## config.mk

```make
export PLATFORM = sky130hd
export DESIGN_NAME = serial_rbs_flat
export DESIGN_NICKNAME = d
export VERILOG_FILES = /design/src/rtl/serial_rbs_if.sv /design/src/rtl/serial_rbs.sv /design/src/flat_wrapper.sv
export SDC_FILE = /design/constraint.sdc
export NUM_CORES = 1
export LEC_CHECK = 0
export ABC_AREA = 1
export CAP_MARGIN = 20
export CORE_AREA = 3 3 50 52
export DETAILED_ROUTE_END_ITERATION = 16
export DIE_AREA = 0 0 53 55
export GPL_TIMING_DRIVEN = 0
export PLACE_DENSITY = 0.74
export REMOVE_ABC_BUFFERS = 1
export SETUP_SLACK_MARGIN = 0.5
export SYNTH_ARGS = -nofsm -noshare
export SYNTH_HDL_FRONTEND = slang
export SYNTH_SLANG_ARGS = --single-unit
```

## constraint.sdc

```tcl
create_clock -name clk -period 1.51 [get_ports clk]
set_input_delay 0.2265 -clock clk [delete_from_list [all_inputs] [get_ports clk]]
set_output_delay 0.2265 -clock clk [all_outputs]
set_load 0.01 [all_outputs]
```

## src/rtl/serial_rbs_if.sv

```systemverilog
// rtl/serial_rbs_if.sv - operand/result handshake bundle for the bit-serial subtractor
//
// Purpose : groups the start/busy/done handshake, operands and results of
//           serial_rbs so they can be passed as one port.
// Signals : start  - operation request (master -> slave)
//           a, b   - minuend / subtrahend, W bits (master -> slave)
//           bi     - borrow-in (master -> slave)
//           busy   - bits being processed (slave -> master)
//           done   - one-cycle completion pulse (slave -> master)
//           d      - difference, W bits (slave -> master)
//           bout   - borrow-out (slave -> master)
interface serial_rbs_if #(
    parameter int W = 4
);
    logic         start;
    logic [W-1:0] a;
    logic [W-1:0] b;
    logic         bi;
    logic         busy;
    logic         done;
    logic [W-1:0] d;
    logic         bout;

    modport master (
        output start, a, b, bi,
        input  busy, done, d, bout
    );

    modport slave (
        input  start, a, b, bi,
        output busy, done, d, bout
    );
endinterface

```

## src/rtl/serial_rbs.sv

```systemverilog
// rtl/serial_rbs.sv - bit-serial ripple-borrow subtractor, d = a - b - bi, LSB first
//
// Purpose : computes (a - b - bi) mod 2^W and the borrow-out one bit per clock
//           through a single registered borrow stage. Operands are captured on
//           an accepted start, busy is high for W cycles, then done pulses for
//           one cycle with d/bout valid. Results hold until the next completion.
// Ports   : clk    - rising-edge clock
//           rst_n  - synchronous active-low reset
//           bus    - serial_rbs_if.slave (start, a, b, bi, busy, done, d, bout)
module serial_rbs #(
    parameter int W = 4
) (
    input  logic        clk,
    input  logic        rst_n,
    serial_rbs_if.slave bus
);

    localparam int CW = (W > 1) ? $clog2(W) : 1;

    localparam logic [1:0] S_IDLE = 2'd0;
    localparam logic [1:0] S_BUSY = 2'd1;
    localparam logic [1:0] S_DONE = 2'd2;

    logic [1:0]    r_state;
    logic [W-1:0]  r_a;
    logic [W-1:0]  r_b;
    logic [W-1:0]  r_res;
    logic [W-1:0]  r_d;
    logic          r_br;
    logic          r_bout;
    logic [CW-1:0] r_cnt;

    logic          w_ai;
    logic          w_bi;
    logic          w_diff;
    logic          w_br_next;
    logic          w_last;
    logic [W-1:0]  w_res_next;

    // Operand shift registers move right, so the current bit is always bit 0.
    assign w_ai      = r_a[0];
    assign w_bi      = r_b[0];
    assign w_diff    = w_ai ^ w_bi ^ r_br;
    assign w_br_next = (~w_ai & w_bi) | (~(w_ai ^ w_bi) & r_br);
    assign w_last    = (r_cnt == CW'(W - 1));

    // New difference bit enters at the MSB; after W shifts bit 0 holds the
    // first (LSB) result bit. Written as a widened shift so it also works at W=1.
    assign w_res_next = W'({w_diff, r_res} >> 1);

    always_ff @(posedge clk) begin
        if (!rst_n) begin
            r_state <= S_IDLE;
            r_a     <= '0;
            r_b     <= '0;
            r_res   <= '0;
            r_d     <= '0;
            r_br    <= 1'b0;
            r_bout  <= 1'b0;
            r_cnt   <= '0;
        end else begin
            case (r_state)
                S_IDLE, S_DONE: begin
                    // DONE accepts start directly so operations can run back to back.
                    if (bus.start) begin
                        r_a     <= bus.a;
                        r_b     <= bus.b;
                        r_br    <= bus.bi;
                        r_cnt   <= '0;
                        r_state <= S_BUSY;
                    end else begin
                        r_state <= S_IDLE;
                    end
                end
                S_BUSY: begin
                    r_a   <= r_a >> 1;
                    r_b   <= r_b >> 1;
                    r_br  <= w_br_next;
                    r_res <= w_res_next;
                    if (w_last) begin
                        // Outputs only change here, so they stay stable during BUSY.
                        r_d     <= w_res_next;
                        r_bout  <= w_br_next;
                        r_cnt   <= '0;
                        r_state <= S_DONE;
                    end else begin
                        r_cnt <= r_cnt + CW'(1);
                    end
                end
                default: begin
                    r_state <= S_IDLE;
                end
            endcase
        end
    end

    assign bus.busy = (r_state == S_BUSY);
    assign bus.done = (r_state == S_DONE);
    assign bus.d    = r_d;
    assign bus.bout = r_bout;

endmodule
```

## src/flat_wrapper.sv

```systemverilog
// flat-port wrapper written by rule: the top's interface ports become plain ports
module serial_rbs_flat 
#(
    parameter int W = 4
)
  (clk, rst_n, bus_start, bus_a, bus_b, bus_bi, bus_busy, bus_done, bus_d, bus_bout);
  serial_rbs_if #(.W(W)) bus_i ();
  input  logic clk;
  input  logic rst_n;
  input wire logic [$bits(bus_i.start)-1:0] bus_start;
  input wire logic [$bits(bus_i.a)-1:0] bus_a;
  input wire logic [$bits(bus_i.b)-1:0] bus_b;
  input wire logic [$bits(bus_i.bi)-1:0] bus_bi;
  output wire logic [$bits(bus_i.busy)-1:0] bus_busy;
  output wire logic [$bits(bus_i.done)-1:0] bus_done;
  output wire logic [$bits(bus_i.d)-1:0] bus_d;
  output wire logic [$bits(bus_i.bout)-1:0] bus_bout;
  assign bus_i.start = bus_start;
  assign bus_i.a = bus_a;
  assign bus_i.b = bus_b;
  assign bus_i.bi = bus_bi;
  assign bus_busy = bus_i.busy;
  assign bus_done = bus_i.done;
  assign bus_d = bus_i.d;
  assign bus_bout = bus_i.bout;
  serial_rbs #(.W(W)) u_core (.clk(clk), .rst_n(rst_n), .bus(bus_i));
endmodule
```

# After elaboration in Yosys (flattened, before gate mapping)
# Cells that the tools add are included.
[classes]
addsub = 1
n_bitwise = 7
eq_ne = 5
n_mux = 12
reduce_logical = 5
[ops]
columns = ["op", "count"]
rows = [
  ["$pmux W4 S2", 2],
  ["$mux W4", 2],
  ["$pmux W2 S2", 2],
  ["$mux W2", 3],
  ["$eq A2 B2 Y1 const B", 2],
  ["$reduce_and A2 Y1", 2],
  ["$add A2 B1 Y2 const B", 1],
  ["$and A1 B1 Y1", 2],
  ["$eq A2 B1 Y1 const B", 1],
  ["$logic_not A2 Y1", 1],
  ["$mux W1", 2],
  ["$ne A2 B1 Y1 const B", 1],
  ["$ne A2 B2 Y1 const B", 1],
  ["$not A1 Y1", 2],
  ["$pmux W1 S2", 1],
  ["$reduce_bool A2 Y1", 1],
  ["$reduce_or A2 Y1", 1],
  ["$xor A1 B1 Y1", 2],
  ["$or A1 B1 Y1", 1],
]
[totals]
in_bits = 12
ff_bits = 22
word_cells = 38

# Depth between registers and ports, before layout
# Gate-level depths: netlist of run 1.
[depth]
depth_word = 5
mapped_depth = 7

# Worst setup path before layout of run 1
# Ideal clock, no wire load.
[synth_timing]
path_kind = "register to register"
from = "register u_core.r_b[0]"
to = "register u_core.r_res[3]"
path_stages_with_launch = 5
arrival_ns = 1.015
period_less_slack_ns = 1.131
setup_time_ns = 0.116
slack_ns = 0.379
required_ns = 1.394
cell_sequence = "dfxtp_1 > inv_1 > fa_1 > o21ai_0 > nor2_1"
[synth_between]
elab_chain_len = 2
[synth_lines]
columns = ["item", "line", "source"]
rows = [
  ["from (decl)", "serial_rbs.sv:26", "logic [W-1:0] r_b;"],
  ["from (signal assigned)", "serial_rbs.sv:67", "r_b <= bus.b;"],
  ["from (signal assigned)", "serial_rbs.sv:77", "r_b <= r_b >> 1;"],
  ["$xor A1 B1 Y1 (2 in series)", "serial_rbs.sv:43", "assign w_diff = w_ai ^ w_bi ^ r_br;"],
  ["net u_core.w_diff", "serial_rbs.sv:35", "logic w_diff;"],
  ["to (signal assigned)", "serial_rbs.sv:79", "r_res <= w_res_next;"],
  ["to (decl)", "serial_rbs.sv:27", "logic [W-1:0] r_res;"],
]
# The timed path passes the listed nets, and every way through them passes these cells.
# A chain may end at the register's enable or synchronous reset.

# Worst setup path after layout of run 1
[layout_timing]
from = "register u_core.r_state[1]"
to = "register u_core.r_br"
[layout_between]
elab_chain_len = 4
word_cells_on_any_way = 8
cone_classes = "eq/ne: 3; mux: 1; reduce/logical: 4"
[layout_lines]
columns = ["item", "line", "source"]
rows = [
  ["from (decl)", "serial_rbs.sv:24", "logic [1:0] r_state;"],
  ["from (signal assigned)", "serial_rbs.sv:53", "r_state <= S_IDLE;"],
  ["from (signal assigned)", "serial_rbs.sv:70", "r_state <= S_BUSY;"],
  ["from (signal assigned)", "serial_rbs.sv:72", "r_state <= S_IDLE;"],
  ["$eq A2 B2 Y1 or $logic_not A2 Y1 (tied branches)", "serial_rbs.sv:62", "case (r_state)"],
  ["$reduce_or A2 Y1", "serial_rbs.sv:62", ""],
  ["$ne A2 B2 Y1 (no line) or $reduce_bool A2 Y1 (tied branches)", "--", ""],
  ["$reduce_and A2 Y1 (no line)", "--", ""],
  ["to (signal assigned)", "serial_rbs.sv:68", "r_br <= bus.bi;"],
  ["to (signal assigned)", "serial_rbs.sv:78", "r_br <= w_br_next;"],
  ["to (decl)", "serial_rbs.sv:29", "logic r_br;"],
]
# Parallel ways exist; a longest one is shown, timed or not.

==> metrics.md, run 1 <==
| Metric | Value |
|---|---|
| GRT Total Usage | 18.5% |
| Number of DRC markers in iteration 0 | 13 |
| Root Driver | clkbuf_4 |
| Die Span Y | roughly 55 µm |
| Detail Route Antenna Nets | 0 |
| TritonCTS clock tree | done |
| Seq/Total Area, Yosys | 40.9% |
| Max cap viols | 0 |
| Critical path startpoint category | flop |
| GR Overflow Total | 0 |
| Static Leak | 0.667 nW |
| Placer Congestion | between 0.7 and 0.8 |
| Fin crit share | between 80% and 90% |
| Rows | 17 |
| Via density | 5.06 |
| Crit path max fanout | 5 |
| Post-Syn Instances | 126 |
| Die footprint | a little under 3000 µm² |
| Hold_buf cts | 0 |
| Critical path's slowest cell | dfxtp_2 |
| Commonest non-fill, non-tap cell in the layout | nor2_1 |
| Yosys Warn Count | 0 |
| Slew HR | approximately 70% |
| Area growth syn-to-layout | 56.8% |
| Final HPWL DP | 1270 µm |
| WS Path Type | flop to flop |
| Number of synthesized register bits | 21 |
| PD cells | around 800 nW/µm² |
| Setup TNS | 0 ns |
| Drt drc | 0 |
| Worst Hold Class | primary input to flop |
| I/O pins | 19 |
| Worst vdd ir | 589 µV |
| Layout fillers | about 130 |
| H-tree level count | 1 |
| 1st-pass router iterations | 6 |
| Fmax | about 830 MHz |
| Status | completed |
| Clock Skew | 0.00505 ns |
| Non-filler instance count after layout | 187 |
| Final hold violations | 0 |
| Placed Cells | 167 |
| Worst setup EP type | flop |
| Cells along the critical path | inv_4 > nand2_8 > buf_12 > buf_8 > nand2_2 > nor2_1 > nor2_1 > nor2_1 |
| Fin nets | 174 |
| CP most frequent cell | nor2_1 |
| Worst skew pair latency | 0.31 ns |
| Worst-path clk slew | 0.11 ns |
| Fin util | between 70% and 80% |
| WP data required | between 1.5 and 2 ns |
| Tightest Pin Transition | around 0.47 ns |
| Die Width | 53 µm |
| Post-Route WL | 3010 µm |
| Syn Area/Cell | 8.16 µm² |
| Final setup violation count | 0 |
| Antenna violations before repair | 0 |
| Tmin final | 1.21 ns |
| Vias in the first global route | 844 |
| CTS max path bufs | 2 |
| TritonCTS Buffers | 3 |
| Routed len/inst | 16.1 µm |
| Share of layout cells above drive strength 1 | 52.8% |
| RSZ-0062 raised after global routing | true |
| Total number of vias | ~950 |
| # port buffers | 18 |
| Initial core utilization | between 40% and 50% |
| Mapped Area | 1030 µm² |
| WP data arrival | 1.42 ns |
| # diodes | 0 |
| Most frequent cells in the layout | nor2_1 (24), nand3_2 (14), nand2_1 (12), dfxtp_1 (11), buf_6 (10) |
| Global-route wire length before repair | 3870 µm |
| Final Max Tran Viols | 0 |
| Slowest cell delay on critical path | approximately 0.34 ns |
| Post-synth cell types | 20 |
| CTS Sinks | 21 |
| Largest net degree at the start of global routing | 18 |
| Core Footprint | 2150 µm² |
[timing repair]
item / CTS / global route
endpoints found under the setup margin: 28 / 28
pin swaps: 8 / 18
gates resized for setup: 76 / 38
setup buffers: 8 / 4
cloned: 2 / 2
endpoints found under the hold margin: 0 / 0
[power by group]
group	internal [mW]	switching, mW
sequential	0.592	0.0269
clock	0.103	0.165
combinational	0.179	0.222
total	0.874	0.414
[metal layers]
metal  track usage, %  up-vias  wire length, µm
li1                 -      471                -
met2             29.8       23             1530
met4             13.2        0               70
met3            0.804        7               83
met1             23.8      445             1320
met5                0        -                0
[critical path: cells and delay by family (launching register included)]
| family | cells | cell delay (ns) |
|---|---|---|
| flip-flops | 1 | 0.34 |
| AND/OR/NAND/NOR | 5 | 0.40 |
| buffers and inverters | 3 | 0.37 |
[metrics by stage]
stage	area (µm²)	hold slack (ns)	power (mW)	setup WS (ns)
5_1_grt	1610	0.476	1.36	0.237
4_1_cts	1400	0.425	1.20	0.318
3_5_place_dp	1180	0.462	0.832	-0.181
2_1_floorplan	961	0.362	0.760	0.378
3_3_place_gp	1180	0.446	0.826	-0.116
6_report	1610	0.472	1.29	0.299
[synthesized netlist by cell type]
master     n  share of area, %
buf_6      2               2.2
nand2_8    1               1.9
inv_2      2              0.73
dfxtp_1   21                41
nor2_1    26               9.5
inv_1     14               5.1
nand2_4    2               2.2
buf_12     2               3.9
a21oi_2    5               4.3
o21ai_0    4               1.9
o21bai_1   4               2.9
nand3_2    4               3.9
fa_1       1               1.9
nand2_1   13               4.7
nor3_1     6               2.9
buf_2      1              0.49
ha_1       1               1.2
nor2_4     1               1.1
nand3_1   15               7.3
inv_6      1              0.85
[cell type report]
| class | instances | area [µm²] | share of cell area [%] |
|---|---|---|---|
| well taps | 28 | 35.0 | 2.17 |
| multi-input cells | 86 | 683 | 42.4 |
| clock buffers | 4 | 26.3 | 1.63 |
| flip-flops and latches | 21 | 435 | 27.0 |
| repair buffers | 31 | 338 | 20.9 |
| inverters | 17 | 95.1 | 5.90 |
[sequential cells by signal (all words and copies together), names as in the netlist]
name             cells
u_core.bus.d         4
u_core.r_cnt         2
u_core.r_b           4
u_core.r_a           4
u_core.r_res         3
u_core.bus.bout      1
u_core.r_state       2
u_core.r_br          1
[cells by family after synthesis]
kind of cell	count (synthesis)	share of synthesized area, %
flops	21	40.9
fa+ha+maj	2	3.16
simple gates	68	33.6
buf+inv	22	13.3
compound gates	13	9.12
[final timing paths]
check                          from       endpoint  slack, ns  cells past startpoint
setup / recovery  u_core.r_state[1]    u_core.r_br       0.30                      8
setup reg to reg  u_core.r_state[1]    u_core.r_br       0.30                      8
hold reg to reg       u_core.r_b[3]  u_core.r_b[3]       0.48                      2
hold / removal             bus_a[3]  u_core.r_a[3]       0.47                      3
(Power assumes the default switching activity.)
==> run 2, diff against run 1 <==
clock period = 1.12 ns   (was 1.51 ns; I/O delays follow)
==> run 2 against run 1 <==
Compared with the run above: the run now ends with negative setup slack left; maximum frequency down 0.52%; die area unchanged; setup slack worse by 0.40 ns; clock skew grew 0.0011 ns; largest cell class unchanged; largest power group unchanged.
==> metrics.md, run 2 (synthesized netlist as in run 1, its figures left out) <==
| Metric | Value |
|---|---|
| GRT Total Usage | 20.6% (+2.2 points) |
| Hold_buf cts | 0 (unchanged) |
| Largest net degree at the start of global routing | 18 (unchanged) |
| Setup slack at placement | -0.512 ns (-0.331 ns) |
| Drt drc | 0 (unchanged) |
| Die Width | 53 µm (unchanged) |
| Worst setup EP type | flop |
| Failing checks | negative setup slack |
| Antenna violations before repair | 0 (unchanged) |
| PD cells | 1080 nW/µm² (+36%) |
| Critical path's slowest cell | fa_2 |
| Final Max Tran Viols | 0 (unchanged) |
| Core Footprint | 2150 µm² (unchanged) |
| Post-Route WL | 2870 µm (-4.8%) |
| CTS Sinks | 21 (unchanged) |
| Die Span Y | 55 µm (unchanged) |
| Placer Congestion | 0.716 (unchanged) |
| Slowest cell delay on critical path | 0.38 ns (+0.04 ns) |
| Worst vdd ir | 867 µV (+47%) |
| WP data required | 1.37 ns (-0.35 ns) |
| Global-route wire length before repair | 4220 µm (+9.1%) |
| Root Driver | clkbuf_4 |
| Setup ws final | -0.0974 ns (-0.396 ns) |
| I/O pins | 19 (unchanged) |
| Die footprint | 2920 µm² (unchanged) |
| Worst path depth | 7 (-1) |
| Initial core utilization | 47.9% (unchanged) |
| Cells along the critical path | inv_2 > fa_2 > inv_2 > nand3_2 > nand2_2 > nor2_2 > nor2_1 |
| Worst Hold Class | primary input to flop |
| Power Total | 1.72 mW (+33%) |
| RSZ-0062 raised after global routing | true |
| Clock Skew | 0.00619 ns (+0.00114 ns) |
| Routed len/inst | 15.4 µm (-4.3%) |
| H-tree level count | 1 (unchanged) |
| Fin crit share | 109% (+28 points) |
| Total number of vias | 973 (+2.9%) |
| Share of layout cells above drive strength 1 | 50.6% (-2.2 points) |
| Vias in the first global route | 889 (+5.3%) |
| CP most frequent cell | inv_2 |
| Crit path max fanout | 2 (-3) |
| Worst-path clk slew | 0.11 ns (about the same) |
| Final hold violations | 0 (unchanged) |
| Tmin final | 1.22 ns (+0.00637 ns) |
| Most frequent cells in the layout | nor2_1 (23), nand2_1 (11), buf_6 (11), dfxtp_1 (11), nand3_2 (10) |
| Critical path startpoint category | flop |
| Final setup violation count | 8 (+8) |
| Detail Route Antenna Nets | 0 (unchanged) |
| WS Path Type | flop to flop |
| GR Overflow Total | 0 (unchanged) |
| Delay-heaviest family, CP | adder cells |
| Tightest Pin Transition | 0.606 ns (+0.132 ns) |
| Layout fillers | 136 (+3.0%) |
| Slew HR | 59.6% (-8.8 points) |
| Hold path depth | 3 (unchanged) |
| WP data arrival | 1.46 ns (+0.04 ns) |
| TritonCTS clock tree | done |
| Rows | 17 (unchanged) |
| CTS max path bufs | 2 (unchanged) |
| Fin nets | 173 (-0.57%) |
| Commonest non-fill, non-tap cell in the layout | nor2_1 |
| Static Leak | 0.652 nW (-2.2%) |
| # port buffers | 18 (unchanged) |
| TritonCTS Buffers | 3 (unchanged) |
| Number of DRC markers in iteration 0 | 22 (+9) |
| Buf/Inv on CP | 2 (-1) |
| Status | complete, but fails checks |
| Hold_sp | rst_n |
| Area growth syn-to-layout | 53.9% |
| Worst r2r src | u_core.r_b[0] |
| Worst skew pair latency | 0.31 ns (about the same) |
| Fmax | 821 MHz (-0.52%) |
| Via density | 5.23 (+3.4%) |
| # diodes | 0 (unchanged) |
| Max cap viols | 0 (unchanged) |
| Crit path launch | u_core.r_b[0] |
| R2R cell count | 7 (-1) |
| 1st-pass router iterations | 4 (-2) |
| Final HPWL DP | 1270 µm (unchanged) |
[run 2: cell types whose count changed in the layout (fill, tap and decap cells not counted), moves of 2 or more]
cell	previous run	this run
nor3_2	2	5
nand3_2	14	10
buf_4	5	3
nand3_4	3	0
inv_4	1	3
nand3_1	2	9
nor3_1	3	0
[run 2: worst paths after layout]
path | to | slack [ns]
setup / recovery | u_core.r_br | -0.1
hold / removal | u_core.r_res[1] | 0.37
setup reg to reg | u_core.r_br | -0.1
hold reg to reg | u_core.bus.bout | 0.47
[run 2: area by class of cell]
type,count,area [µm²],area share [%]
flip-flops and latches,21,435,27.5
clock buffers,4,26.3,1.66
multi-input cells,85,627,39.6
inverters,17,100,6.32
repair buffers,31,359,22.7
well taps,28,35.0,2.21
[run 2: timing repair]
action                     in CTS  in global routing
gates cloned                    3                  0
buffers inserted                8                  4
resized for setup              89                 22
setup endpoints to repair      28                 28
pin swaps                      10                 14
[run 2: power breakdown]
part           total (mW)  leakage, nW  internal, mW  switching (mW)
registers           0.835        0.177         0.798          0.0373
logic               0.511        0.461         0.239           0.272
clock network       0.370       0.0150         0.139           0.231
[run 2: per-stage QoR]
stage / setup TNS (ns) / cells / instance area [µm²] / util, % / hold WS [ns]
finish: -0.363 / 186 / 1580 / 73.7 / 0.368
detailed placement: -6.25 / 167 / 1180 / 54.7 / 0.462
CTS: -0.326 / 182 / 1490 / 69.4 / 0.357
floorplan: -0.0115 / 121 / 961 / - / 0.304
global placement: -5.54 / 167 / 1180 / 54.7 / 0.446
global route: -1.06 / 186 / 1580 / 73.7 / 0.365
[run 2: tightest hold or removal path: stages]
cell	delay, ns
clkdlybuf4s15_2	0.33
o21ai_2	0.10
nor2_1	0.04
[run 2: layer usage]
layer | part of all wire [%] | global-route usage [%]
met1 | 41 | 25.9
met2 | 50 | 34.5
met3 | 5.4 | 1.07
met4 | 3.4 | 13.6
met5 | 0 | 0
